==> src/rtl/dwrite_ctrl_if.sv <==
// Write-side bus between the capture writer and the SDRAM controller.
interface dwrite_ctrl_if;
    logic        wr_req;
    logic        wr_valid;
    logic [31:0] wr_addr;
    logic [15:0] wr_data;

    modport master (
        output wr_req,
        output wr_addr,
        output wr_data,
        input  wr_valid
    );

    modport slave (
        input  wr_req,
        input  wr_addr,
        input  wr_data,
        output wr_valid
    );
endinterface

==> src/rtl/dwrite_ctrl.sv <==
// Sample capture FIFO that bursts words into SDRAM at cap_base + offset.
// Optional macro DWRITE_RING_EN: ring-buffer capture that only cap_stop ends.
module dwrite_ctrl #(
    parameter int FIFO_DEPTH = 16,
    parameter int BURST_TH   = 8
) (
    input  logic          sdram_clk,
    input  logic          sdram_rst,
    input  logic          sd_init_done,
    input  logic          cap_start,
    input  logic          cap_stop,
    input  logic [31:0]   cap_base,
    input  logic [31:0]   cap_depth,
    input  logic [15:0]   din,
    input  logic          din_en,
    dwrite_ctrl_if.master wr,
    output logic          cap_busy,
    output logic          cap_done,
    output logic          fifo_ovf,
    output logic [31:0]   wr_cnt
);
    localparam int AW = $clog2(FIFO_DEPTH);
    localparam int LW = AW + 1;
`ifdef DWRITE_RING_EN
    localparam bit RING = 1'b1;
`else
    localparam bit RING = 1'b0;
`endif

    typedef enum logic [2:0] {
        IDLE, WAIT_INIT, FILL, WRITE, DONE
    } state_t;

    state_t        state, state_nx;
    logic [15:0]   mem [FIFO_DEPTH];
    logic [AW-1:0] rd_ptr, wr_ptr;
    logic [LW-1:0] level, level_nx;
    logic [31:0]   base, depth, offset, rx_cnt;
    logic [31:0]   offset_nx, wr_cnt_nx;
    logic          stopping;
    logic          busy, start, stop_now;
    logic          full, empty, want, push, drop, pop;

    assign busy     = state inside {WAIT_INIT, FILL, WRITE};
    assign start    = cap_start && (state == IDLE || state == DONE);
    assign stop_now = busy && (stopping || cap_stop);
    assign full     = level == LW'(FIFO_DEPTH);
    assign empty    = level == '0;

    // A full FIFO drops the sample even if a pop frees a slot this cycle.
    assign want = (state == FILL || state == WRITE) && din_en && !stop_now
                  && (RING || rx_cnt < depth);
    assign push = want && !full;
    assign drop = want && full;

    assign wr.wr_req  = (state == WRITE) && !empty;
    assign wr.wr_addr = base + offset;
    assign wr.wr_data = empty ? 16'h0 : mem[rd_ptr];
    assign pop        = wr.wr_req && wr.wr_valid;

    assign level_nx  = level + LW'(push) - LW'(pop);
    assign wr_cnt_nx = wr_cnt + 32'(pop);

    always_comb begin
        offset_nx = offset;
        if (pop) begin
            if (RING && offset == depth - 32'd1)
                offset_nx = '0;
            else
                offset_nx = offset + 32'd1;
        end
    end

    assign cap_busy = busy;
    assign cap_done = state == DONE;

    always_comb begin
        state_nx = state;
        unique case (state)
            IDLE, DONE: begin
                if (cap_start) begin
                    if (!sd_init_done)
                        state_nx = WAIT_INIT;
                    else if (cap_depth == '0)
                        state_nx = DONE;
                    else
                        state_nx = FILL;
                end
            end
            WAIT_INIT: begin
                if (stop_now)
                    state_nx = DONE;
                else if (sd_init_done)
                    state_nx = (depth == '0) ? DONE : FILL;
            end
            FILL: begin
                if (stop_now)
                    state_nx = empty ? DONE : WRITE;
                else if (level >= LW'(BURST_TH) ||
                         (!empty && !RING && rx_cnt == depth))
                    state_nx = WRITE;
            end
            WRITE: begin
                if ((!RING && wr_cnt_nx == depth) ||
                    (stop_now && level_nx == '0))
                    state_nx = DONE;
                else if (level_nx == '0)
                    state_nx = FILL;
            end
            default: state_nx = IDLE;
        endcase
    end

    always_ff @(posedge sdram_clk) begin
        if (sdram_rst)
            state <= IDLE;
        else
            state <= state_nx;
    end

    always_ff @(posedge sdram_clk) begin
        if (push)
            mem[wr_ptr] <= din;
    end

    always_ff @(posedge sdram_clk) begin
        if (sdram_rst) begin
            level    <= '0;
            rd_ptr   <= '0;
            wr_ptr   <= '0;
            base     <= '0;
            depth    <= '0;
            offset   <= '0;
            rx_cnt   <= '0;
            wr_cnt   <= '0;
            stopping <= 1'b0;
            fifo_ovf <= 1'b0;
        end else if (start) begin
            level    <= '0;
            rd_ptr   <= '0;
            wr_ptr   <= '0;
            base     <= cap_base;
            depth    <= cap_depth;
            offset   <= '0;
            rx_cnt   <= '0;
            wr_cnt   <= '0;
            stopping <= 1'b0;
            fifo_ovf <= 1'b0;
        end else begin
            level <= level_nx;
            if (push) begin
                wr_ptr <= wr_ptr + AW'(1);
                rx_cnt <= rx_cnt + 32'd1;
            end
            if (pop) begin
                rd_ptr <= rd_ptr + AW'(1);
                offset <= offset_nx;
                wr_cnt <= wr_cnt_nx;
            end
            if (drop)
                fifo_ovf <= 1'b1;
            if (busy && cap_stop)
                stopping <= 1'b1;
        end
    end
endmodule
==> src/flat_wrapper.sv <==
// flat-port wrapper written by rule: the top's interface ports become plain ports
module dwrite_ctrl_flat 
#(
    parameter int FIFO_DEPTH = 16,
    parameter int BURST_TH   = 8
)
  (sdram_clk, sdram_rst, sd_init_done, cap_start, cap_stop, cap_base, cap_depth, din, din_en, cap_busy, cap_done, fifo_ovf, wr_cnt, wr_wr_req, wr_wr_addr, wr_wr_data, wr_wr_valid);
  dwrite_ctrl_if wr_i ();
  input  logic sdram_clk;
  input  logic sdram_rst;
  input  logic sd_init_done;
  input  logic cap_start;
  input  logic cap_stop;
  input  logic [31:0] cap_base;
  input  logic [31:0] cap_depth;
  input  logic [15:0] din;
  input  logic din_en;
  output logic cap_busy;
  output logic cap_done;
  output logic fifo_ovf;
  output logic [31:0] wr_cnt;
  output wire logic [$bits(wr_i.wr_req)-1:0] wr_wr_req;
  output wire logic [$bits(wr_i.wr_addr)-1:0] wr_wr_addr;
  output wire logic [$bits(wr_i.wr_data)-1:0] wr_wr_data;
  input wire logic [$bits(wr_i.wr_valid)-1:0] wr_wr_valid;
  assign wr_wr_req = wr_i.wr_req;
  assign wr_wr_addr = wr_i.wr_addr;
  assign wr_wr_data = wr_i.wr_data;
  assign wr_i.wr_valid = wr_wr_valid;
  dwrite_ctrl #(.FIFO_DEPTH(FIFO_DEPTH), .BURST_TH(BURST_TH)) u_core (.sdram_clk(sdram_clk), .sdram_rst(sdram_rst), .sd_init_done(sd_init_done), .cap_start(cap_start), .cap_stop(cap_stop), .cap_base(cap_base), .cap_depth(cap_depth), .din(din), .din_en(din_en), .wr(wr_i), .cap_busy(cap_busy), .cap_done(cap_done), .fifo_ovf(fifo_ovf), .wr_cnt(wr_cnt));
endmodule
==> config.mk <==
export PLATFORM = sky130hd
export DESIGN_NAME = dwrite_ctrl_flat
export DESIGN_NICKNAME = d
export VERILOG_FILES = /design/src/rtl/dwrite_ctrl_if.sv /design/src/rtl/dwrite_ctrl.sv /design/src/flat_wrapper.sv
export SDC_FILE = /design/constraint.sdc
export NUM_CORES = 1
export LEC_CHECK = 0
export ABC_AREA = 1
export CAP_MARGIN = 20
export CORE_MARGIN = 3
export CORE_UTILIZATION = 43
export DETAILED_ROUTE_END_ITERATION = 12
export PLACE_DENSITY = 0.68
export SYNTH_ARGS = -nofsm -noshare
export SYNTH_HDL_FRONTEND = slang
export SYNTH_SLANG_ARGS = --single-unit
==> constraint.sdc <==
create_clock -name sdram_clk -period 3.96 [get_ports sdram_clk]
set_input_delay 0.594 -clock sdram_clk [delete_from_list [all_inputs] [get_ports sdram_clk]]
set_output_delay 0.594 -clock sdram_clk [all_outputs]
set_load 0.01 [all_outputs]
# After elaboration in Yosys (flattened, before gate mapping)

Memory sizes are Yosys's and may differ from the RTL's. A register that Yosys moved wholly into a read port is not among the register bits.
Cells that the tools add are included.

Equality and inequality tests: 11
Div/mod/pow operators: 0
Add/sub/neg operators: 8
Reduce and logical (&&, ||, !) cells: 29
Bitwise logic cells: 0
Multiplexer cells: 17
Shift-type cells: 0
Multipliers: 0
Magnitude comparators: 2

Operators by type and width:

| operator                | number |
|---|---|
| $add A32 B1 Y32 const B | 2 |
| $eq A32 B32 Y1          | 2 |
| $logic_not A32 Y1       | 2 |
| $mux W3                 | 11 |
| $add A32 B1 Y32         | 1 |
| $add A32 B32 Y32        | 1 |
| $lt A32 B32 Y1          | 1 |
| $mux W16                | 1 |
| $logic_and A1 B1 Y1     | 12 |
| $pmux W3 S4             | 1 |
| $logic_not A5 Y1        | 2 |
| $add A4 B1 Y4 const B   | 2 |
| $mux W4                 | 2 |
| $eq A3 B2 Y1 const B    | 2 |
| $ne A3 B2 Y1 const B    | 2 |
| $add A5 B1 Y5           | 1 |
| $eq A5 B5 Y1 const B    | 1 |
| $ge A5 B4 Y1 const B    | 1 |
| $logic_or A1 B1 Y1      | 5 |
| $sub A5 B1 Y5           | 1 |
| $reduce_and A4 Y1       | 1 |
| $reduce_or A2 Y1        | 2 |
| $eq A3 B1 Y1 const B    | 1 |
| $eq A3 B3 Y1 const B    | 1 |
| other kinds (6)         | 9 |

Bits in writable memories: 256
Memories: 1
Flip-flop bits (word level): 178
Bits of input ports: 87
Output and inout port bits: 84
ROM bits: 0
Bits in latches: 0

Memories:

| memory     | depth | bits a word | rd ports | clocked after Yosys merged registers in | write ports | line              | RTL |
|---|---|---|---|---|---|---|---|
| u_core.mem | 16    | 16          | 1        | 1                                       | 1           | dwrite_ctrl.sv:35 | `logic [15:0] mem [FIFO_DEPTH];` |

# Longest topological paths before layout

Gate-level depths: netlist (run 1).

Depth after elaboration: 14
Mapped depth: 29

# Worst setup path after synthesis (run 1)

Ideal clock, no wire load.

Kind: reg2reg
Start point: reg u_core.level[2]
End point: reg u_core.state[2]
Setup time: 0.113 ns
Path slack: 0.415 ns
Data arrival time: 3.432 ns
Stages on the path, launching flop included: 29
Clock period less this slack: 3.545 ns
Cells stage by stage: dfxtp_1 inv_1 ha_1 nand2_1 nor2_2 inv_1 nand2_1 nor2_4 clkbuf_1 buf_1 ha_1 ha_1 nand2_2 nor2_8 nand2_8 nor2_8 nand2_1 nand2_1 nand2_1 nand2_1 nand2_1 nor2_2 nand2_1 nor2_2 nand3_2 nand4_2 nand2_2 nor2_1 nor2_1

Cells in the longest elaborated chain, start to end: 10
Elaborated cells between the ends (all ways): 24

Ends and longest elaborated chain:

| item                                                                     | line                                                     | RTL |
|---|---|---|
| start: declaration                                                       | dwrite_ctrl.sv:37                                        | `logic [LW-1:0] level, level_nx;` |
| start signal: assignment                                                 | dwrite_ctrl.sv:150                                       | `level <= level_nx;` |
| $eq A5 B5 Y1 / $logic_not A5 Y1 (equally long branches)                  | dwrite_ctrl.sv:47, dwrite_ctrl.sv:48                     |  |
| $logic_not A1 Y1, on equally long branches                               | dwrite_ctrl.sv:53, dwrite_ctrl.sv:56, dwrite_ctrl.sv:100 |  |
| $logic_and A1 B1 Y1, on equally long branches                            | dwrite_ctrl.sv:53, dwrite_ctrl.sv:56                     |  |
| $add A5 B1 Y5 / $logic_and A1 B1 Y1 (equally long branches)              | dwrite_ctrl.sv:61, dwrite_ctrl.sv:59                     |  |
| $sub A5 B1 Y5                                                            | dwrite_ctrl.sv:61                                        | `assign level_nx = level + LW'(push) - LW'(pop);` |
| $logic_not A5 Y1                                                         | dwrite_ctrl.sv:105, dwrite_ctrl.sv:107                   |  |
| $logic_and A1 B1 Y1                                                      | dwrite_ctrl.sv:105                                       | `(stop_now && level_nx == '0))` |
| $logic_or A1 B1 Y1                                                       | dwrite_ctrl.sv:104                                       | `if ((!RING && wr_cnt_nx == depth) \|\|` |
| $ne A3 B3 Y1 (no source line) / $mux W3 (equally long branches)          | n/a                                                      |  |
| $reduce_and A4 Y1 (no source line) / $pmux W3 S4 (equally long branches) | n/a                                                      |  |
| end signal: assignment                                                   | dwrite_ctrl.sv:118                                       | `state <= state_nx;` |
| end: declaration                                                         | dwrite_ctrl.sv:34                                        | `state_t state, state_nx;` |

Parallel ways exist; a longest one is shown, timed or not.
A chain may end at the register's enable or synchronous reset.

# Final worst setup path (run 1)

Start point: reg u_core.offset[0]
End point: out wr_wr_addr[8]

Cells in the longest elaborated chain, start to end: 1

Ends and longest elaborated chain:

| item                     | line               | RTL |
|---|---|---|
| start: declaration       | dwrite_ctrl.sv:38  | `logic [31:0] base, depth, offset, rx_cnt;` |
| start signal: assignment | dwrite_ctrl.sv:157 | `offset <= offset_nx;` |
| $add A32 B32 Y32         | dwrite_ctrl.sv:57  | `assign wr.wr_addr = base + offset;` |
| end: declaration         | flat_wrapper.sv:23 | `output wire logic [$bits(wr_i.wr_addr)-1:0] wr_wr_addr;` |

Every way passes these cells.

==> flow_metrics.env, run 1 <==
export IMPL_status="finished clean"
export IMPL_ys_flop_type="edfxtp_1"
export IMPL_syn_num_nets=2737
export IMPL_synth_xor_area_share_pct=3.08
export IMPL_r2r_setup_slack_ns=0.44
export IMPL_num_io_pins=171
export IMPL_num_vias=18900
export IMPL_leakage_uw=0.0101
export IMPL_synth_adder_area_share_pct=4.72
export IMPL_drv_cap=0
export IMPL_fp_dieW_um=232
export IMPL_rr_worst_depth=20
export IMPL_sw_frac_of_total_pct=29.1
export IMPL_combPwrFrac_pct=19.8
export IMPL_holdPathEnd="u_core.stopping$_SDFFE_PP0P_"
export IMPL_relSlewSlack_pct=22.0
export IMPL_final_net_count=2902
export IMPL_final_core_util_pct=52.0
export IMPL_clk_latency_ns=0.59
export IMPL_critical_path_class="flip-flop to primary output"
export IMPL_synthSimpleGateAreaFrac_pct=21.3
export IMPL_fp_row_count=82
export IMPL_drc=0
export IMPL_endpoint_kind="primary output"
export IMPL_ys_seq_elements=438
export IMPL_yosysSeqAreaShare_pct=51.4
export IMPL_hold_class="flip-flop to flip-flop"
export IMPL_grt_start_max_net_pins=98
export IMPL_synth_compound_area_share_pct=13.8
export IMPL_fin_crit_sh_pct=94.7
export IMPL_design_area_um2=26200
export IMPL_cts_sinks=438
export IMPL_switchingPower_uw=3500
export IMPL_grt_pass1_vias=18100
export IMPL_grt_pass1_wl_um=98600
export IMPL_cp_required_ns=3.37
export IMPL_cts_buffer_depth=3
export IMPL_syn_area_um2=22000
export IMPL_critPathArrivalTime_ns=3.16
export IMPL_clkSlewWorstSetupHoldPaths_ns=0.06
export IMPL_dp_hpwl_um=42900
export IMPL_cts_tree="yes"
export IMPL_grt_overflow=0
export IMPL_gp_congestion=0.919
export IMPL_cp_startpoint="u_core.offset[0]$_SDFFE_PP0N_"
export IMPL_synthDistinctLibCells=50
export IMPL_r2r_start="u_core.depth[27]$_SDFFE_PP0P_"
export IMPL_clock_fmax_ghz=0.267
export IMPL_htreeDepth=2
export IMPL_finalPower_uw=12000
export IMPL_place_area_um2=24600
export IMPL_p_clk_share_pct=36.6
export IMPL_start_kind="flip-flop"
export IMPL_power_density_nw_per_um2=459
export IMPL_tns_ns=0
export IMPL_synth_mux_area_fraction_pct=0
export IMPL_ir_drop_v=0.000355
export IMPL_grtUsageTotal_pct=23.1
export IMPL_finalCriticalPeriod_ns=3.75
export IMPL_ant_nets=0
export IMPL_hold_violations=0
export IMPL_synth_area_leader_cell="edfxtp_1"
export IMPL_die_area_um2=54000
export IMPL_initial_utilization_pct=43.8
export IMPL_synth_top_family_by_area="simple AND/OR/NAND/NOR gates"
export IMPL_cp_slowest_stage_delay_ns=0.58
export IMPL_r2r_end="u_core.state[2]$_SDFFE_PP0P_"
export IMPL_drtIter0Drc=1737
export IMPL_synth_edf_count=256
export IMPL_slowest_stage="clkdlybuf4s50_1"
export IMPL_skew_ns=0.0288
export IMPL_power_frac_seq_pct=43.5
export IMPL_rsz0062_at_grt="no"
export IMPL_firstDrtPassIters=5
export IMPL_routedWlPerCell_um=18.6
export IMPL_whs_path_depth=2
export IMPL_path_max_fanout=3
export IMPL_die_h_um=232
export IMPL_ys_warnings_count=0
export IMPL_drt_wl_total_um=64000
export IMPL_netlist_area_leader_share_pct=34.9
export IMPL_avgViaCountPerCell=5.50
export IMPL_fillers=4632
export IMPL_ys_async_sr_fraction_pct=0
export IMPL_layout_drive_gt1_share_pct=6.43
export IMPL_port_buffers=170
export IMPL_avgSynthCellArea_um2=8.58
export IMPL_cts_made_buffers=47
export IMPL_slew_violations=0
export IMPL_path_cells="ha_1 > inv_1 > fa_1 > o21ai_2 > a21oi_1 > o21ai_2 > buf_4 > buf_4 > xor2_1 > clkdlybuf4s50_1"
export IMPL_setup_viol=0
export IMPL_hold_ws_ns=0.452
export IMPL_synth_cells=2568
export IMPL_synth_area_leaders="edfxtp_1 35%, dfxtp_1 17%, nor2_1 7.0%"
export IMPL_internal_power_uw=8510
export IMPL_antenna_found_initial=3
export IMPL_area_growth_pct=18.8
export IMPL_core_area_um2=50400
export IMPL_holdCritStartpoint="u_core.stopping$_SDFFE_PP0P_"
export IMPL_clockRootBuffer="clkbuf_16"
export IMPL_tightest_slew_ns=1.17
## metal layers
metal  vias up  routed length (µm)  track usage, %
met5         -                  27               0
li1       9132                   -               -
met3       139                4450            4.15
met2       696               30600            38.5
met4         4                1980            8.42
met1      8939               26900            30.3
## critical path: cells and delay by family (launching register included)
| kind | cells | cell delay, ns |
|---|---|---|
| AO/OA/AOI/OAI | 3 | 0.55 |
| buffers and inverters | 4 | 0.88 |
| XOR/XNOR | 1 | 0.21 |
| adder cells (fa/ha/maj) | 2 | 0.59 |
| flip-flops | 1 | 0.36 |
## cells by family (layout without fill, tap and decap cells)
family / Yosys count / count (layout)
AOI/OAI and AO/OA: 555 / 555
buffers and inverters: 328 / 527
DFF: 438 / 438
xor gates and xnor gates: 76 / 76
and+or+nand+nor: 1089 / 1089
adders and majority gates: 82 / 82
other: 0 / 1
## flip-flops by register name, summed over array words and instances, names as in the netlist, named ones only
signal	count
u_core.mem	256
u_core.stopping	1
u_core.fifo_ovf	1
u_core.wr_ptr	4
u_core.depth	32
u_core.wr_cnt	32
u_core.rd_ptr	4
u_core.level	5
u_core.state	3
u_core.base	32
u_core.offset	32
u_core.rx_cnt	32
## power groups by stage
| stage | registers (µW) | clock network, µW | logic (µW) |
|---|---|---|---|
| after floorplan | 5270 | 0 | 1410 |
| after global placement | 5310 | 0 | 2340 |
| after detailed placement | 5320 | 0 | 2380 |
| after CTS | 5220 | 4490 | 2380 |
| after global routing | 5250 | 4670 | 2640 |
| final | 5220 | 4400 | 2380 |
## layout by cell type (no fill, tap or decap), types with 5 or more instances in the layout
cell / Yosys / layout
a21oi_1: 174 / 172
a31oi_1: 11 / 11
buf_12: 0 / 5
buf_4: 1 / 38
bufinv_16: 0 / 5
clkbuf_1: 88 / 10
clkbuf_16: 0 / 47
clkdlybuf4s50_1: 0 / 157
clkinv_2: 0 / 9
dfxtp_1: 182 / 180
dlygate4sd2_1: 0 / 5
dlymetal6s2s_1: 0 / 5
edfxtp_1: 256 / 256
ha_1: 80 / 80
inv_1: 226 / 224
nand2_1: 408 / 407
nand2_2: 10 / 11
nand3_1: 133 / 132
nand3b_1: 5 / 5
nand4_1: 28 / 28
nor2_1: 413 / 411
nor2_2: 9 / 10
nor2_4: 6 / 7
nor2_8: 5 / 5
nor3_1: 34 / 34
nor4_1: 25 / 25
o211ai_1: 12 / 12
o21a_1: 5 / 5
o21ai_0: 266 / 263
o21ai_1: 9 / 8
o221ai_1: 38 / 38
o22ai_1: 28 / 28
xnor2_1: 21 / 21
xor2_1: 54 / 54
## metrics by stage
stage	setup WS (ns)	cells
finish	0.209	3440
global placement	0.264	3351
CTS	0.00903	3437
floorplan	0.415	2568
detailed placement	0.181	3351
global route	0.00866	3440
## cells in the mapped netlist (2+ instances only)
master and count:
a211oi_1 3, a21boi_0 4, a21oi_1 174, a31oi_1 11
buf_1 5, buf_2 3, clkbuf_1 88, clkinv_1 2
dfxtp_1 182, edfxtp_1 256, fa_1 2, ha_1 80
inv_1 226, inv_2 2, nand2_1 408, nand2_2 10
nand2_4 2, nand3_1 133, nand3_2 3, nand3b_1 5
nand4_1 28, nor2_1 413, nor2_2 9, nor2_4 6
nor2_8 5, nor3_1 34, nor3_2 2, nor4_1 25
o211ai_1 12, o21a_1 5, o21ai_0 266, o21ai_1 9
o221ai_1 38, o22ai_1 28, xnor2_1 21, xor2_1 54
## repair_timing
action | CTS | global route
hold buffers | 0 | 0
gates resized for setup | 21 | 18
endpoints found under the setup margin | 13 | 20
cloned | 0 | 0
endpoints found under the hold margin | 0 | 0
pin swaps | 2 | 4
setup buffers | 3 | 2
## how the worst max path moves through the flow
stage | to | cells past startpoint
detailed placement | u_core.state[2]$_SDFFE_PP0P_ | 19
global route | wr_wr_addr[20] | 13
CTS | wr_wr_addr[26] | 12
finish | wr_wr_addr[8] | 10
global placement | wr_wr_addr[24] | 13
floorplan | u_core.state[2]$_SDFFE_PP0P_ | 28
## cell type report
cell class	instances	area, µm²	share of cell area, %
Tap cell	672	841	3.21
Multi-Input combinational cell	1802	9520	36.4
Clock buffer	61	1260	4.81
Antenna cell	1	2.50	0.00956
Sequential cell	438	11300	43.3
Timing Repair Buffer	214	2090	7.98
Clock inverter	22	267	1.02
Inverter	230	867	3.31
Note: power is estimated with default switching activity, not from simulation.
==> run 2: changes to the inputs <==
--- a/config.mk
+++ b/config.mk
@@ -8,9 +8,9 @@
 export ABC_AREA = 1
 export CAP_MARGIN = 20
 export CORE_MARGIN = 3
-export CORE_UTILIZATION = 43
+export CORE_UTILIZATION = 59
 export DETAILED_ROUTE_END_ITERATION = 12
-export PLACE_DENSITY = 0.68
+export PLACE_DENSITY = 0.79
 export SYNTH_ARGS = -nofsm -noshare
 export SYNTH_HDL_FRONTEND = slang
 export SYNTH_SLANG_ARGS = --single-unit
==> flow_metrics.env, run 2 (synthesis gave the netlist of run 1 again) <==
export IMPL_status="finished clean"
export IMPL_hold_class="flip-flop to flip-flop"
export IMPL_sw_frac_of_total_pct=29.2
export IMPL_die_area_um2=39700
export IMPL_postCtsHoldBufs=0
export IMPL_tightest_slew_ns=0.918
export IMPL_fin_crit_sh_pct=95.6
export IMPL_cp_required_ns=3.37
export IMPL_grtUsageMet3_pct=5.90
export IMPL_internal_power_uw=8450
export IMPL_finalPower_uw=11900
export IMPL_drv_cap=0
export IMPL_fillers=2810
export IMPL_drtIter0Drc=1649
export IMPL_cts_made_buffers=46
export IMPL_multi_input_area_um2=9520
export IMPL_drc=0
export IMPL_power_frac_seq_pct=43.9
export IMPL_slowest_stage="clkdlybuf4s50_1"
export IMPL_crit_buf_inv=1
export IMPL_grt_overflow=0
export IMPL_core_area_um2=36700
export IMPL_clk_latency_ns=0.56
export IMPL_fp_row_count=70
export IMPL_layout_drive_gt1_share_pct=6.46
export IMPL_die_h_um=199
export IMPL_htreeDepth=2
export IMPL_crit_path_frequent_cell="nand2_1"
export IMPL_cts_buffer_depth=3
export IMPL_area_growth_pct=17.8
export IMPL_port_buffers=170
export IMPL_cp_slowest_stage_delay_ns=0.56
export IMPL_grt_start_max_net_pins=73
export IMPL_combPwrFrac_pct=19.9
export IMPL_endpoint_kind="primary output"
export IMPL_ir_drop_v=0.000353
export IMPL_firstDrtPassIters=6
export IMPL_grt_use_met2_pct=50.4
export IMPL_p_clk_share_pct=36.2
export IMPL_path_cells="ha_1 > nand2_1 > o21ai_1 > a21oi_2 > o21ai_1 > nand2_1 > nand2_1 > nand2_1 > nand2_1 > a21boi_2 > o21ai_1 > xor2_1 > clkdlybuf4s50_1"
export IMPL_grt_pass1_vias=18300
export IMPL_largest_register="u_core.mem"
export IMPL_routedWlPerCell_um=19.2
export IMPL_avgViaCountPerCell=5.91
export IMPL_dp_hpwl_um=43100
export IMPL_largest_reg_flops=256
export IMPL_grt_use_met1_pct=40.1
export IMPL_hold_violations=0
export IMPL_num_vias=19200
export IMPL_drt_wl_total_um=62300
export IMPL_antenna_found_initial=1
export IMPL_skew_ns=0.0163
export IMPL_gp_congestion=0.999
export IMPL_switchingPower_uw=3490
export IMPL_crit_family="compound AO/OA/AOI/OAI gates"
export IMPL_fp_dieW_um=199
export IMPL_clock_fmax_ghz=0.264
export IMPL_ant_nets=0
export IMPL_critPathArrivalTime_ns=3.19
export IMPL_power_density_nw_per_um2=459
export IMPL_clkSlewWorstSetupHoldPaths_ns=0.06
export IMPL_final_cell_mix="411 x nor2_1, 408 x nand2_1, 262 x o21ai_0, 256 x edfxtp_1, 224 x inv_1"
export IMPL_path_max_fanout=5
export IMPL_finalCriticalPeriod_ns=3.79
export IMPL_cts_sinks=438
export IMPL_cts_tree="yes"
export IMPL_initial_utilization_pct=60.1
export IMPL_tns_ns=0
export IMPL_leakage_uw=0.0102
export IMPL_start_kind="flip-flop"
export IMPL_grt_busiest_layer="met2"
export IMPL_final_net_count=2906
export IMPL_setup_viol=0
export IMPL_slew_violations=0
export IMPL_grt_pass1_wl_um=96100
export IMPL_regArea_um2=11300
export IMPL_relSlewSlack_pct=38.7
export IMPL_r2r_setup_slack_ns=0.29
export IMPL_clockRootBuffer="clkbuf_16"
export IMPL_num_io_pins=171
export IMPL_final_common_cell="nor2_1"
export IMPL_grtUsageTotal_pct=30.6
export IMPL_critical_path_class="flip-flop to primary output"
export IMPL_rsz0062_at_grt="no"
## run 2: cell count changes in the layout (fill, tap and decap cells not counted), sizes merged
| cell | delta |
|---|---|
| buf | +5 |
| clkbuf | -11 |
| clkdlybuf4s50 | +2 |
| clkinv | +6 |
| dlygate4sd2 | -2 |
| dlymetal6s2s | +3 |
| inv | +3 |
## run 2: area by class of cell
class	instances	share of cell area, %
diodes	1	0.00963
clock buffers	53	4.57
clock inverters	31	1.27
inverters	230	3.32
multi-input cells	1802	36.7
flip-flops and latches	438	43.6
well taps	468	2.25
repair buffers	219	8.27
## run 2: final timing paths
kind / from / depth (start not counted) / to
max reg2reg: u_core.depth[11]$_SDFFE_PP0P_ / 21 / u_core.state[2]$_SDFFE_PP0P_
min: u_core.stopping$_SDFFE_PP0P_ / 2 / u_core.stopping$_SDFFE_PP0P_
min reg2reg: u_core.stopping$_SDFFE_PP0P_ / 2 / u_core.stopping$_SDFFE_PP0P_
max: u_core.offset[6]$_SDFFE_PP0N_ / 13 / wr_wr_addr[27]
## run 2: worst register-to-register path: stages, from the launching register on
cell and delay [ns]:
dfxtp_1 0.44, inv_1 0.20, ha_1 0.34, nand2_1 0.07, nor3_1 0.28, nand2_1 0.10, nand4_1 0.08, nand2_1 0.08
nand3_2 0.09, inv_2 0.10, ha_1 0.25, fa_1 0.42, a21oi_1 0.16, nor2_1 0.05, nor2_1 0.14, xnor2_1 0.19
nand4_1 0.18, nand4_2 0.14, nand2_2 0.09, nand2_1 0.08, nand2_1 0.05, nor2_1 0.10
## run 2: what timing repair did
action / in CTS / in global routing
gates resized for setup: 14 / 15
endpoints found under the setup margin: 12 / 15
pin swaps: 2 / 4
setup buffers: 2 / 2
## run 2: metal layers
layer,vias up,part of all wire [%]
li1,9168,-
met3,152,9.7
met1,8890,40
met4,0,4.0
met5,-,0
met2,960,47
## run 2: power by group through the flow
| stage | Combinational [µW] | Clock [µW] | Sequential (µW) |
|---|---|---|---|
| final | 2380 | 4320 | 5240 |
| after floorplan | 1410 | 0 | 5270 |
| after detailed placement | 2340 | 0 | 5320 |
| after CTS | 2350 | 4360 | 5230 |
| after global routing | 2620 | 4550 | 5250 |
| after global placement | 2290 | 0 | 5320 |
## run 2: stage by stage
step,util [%],hold WS [ns],cell area (µm²),setup slack (ns),std cells
global placement,66.4,0.439,24400,0.369,3153
CTS,70.6,0.460,25900,0.0137,3239
detailed placement,66.4,0.451,24400,0.323,3153
finish,70.8,0.462,26000,0.173,3242
global route,70.8,0.491,26000,0.00362,3242
floorplan,-,0.430,22000,0.415,2568
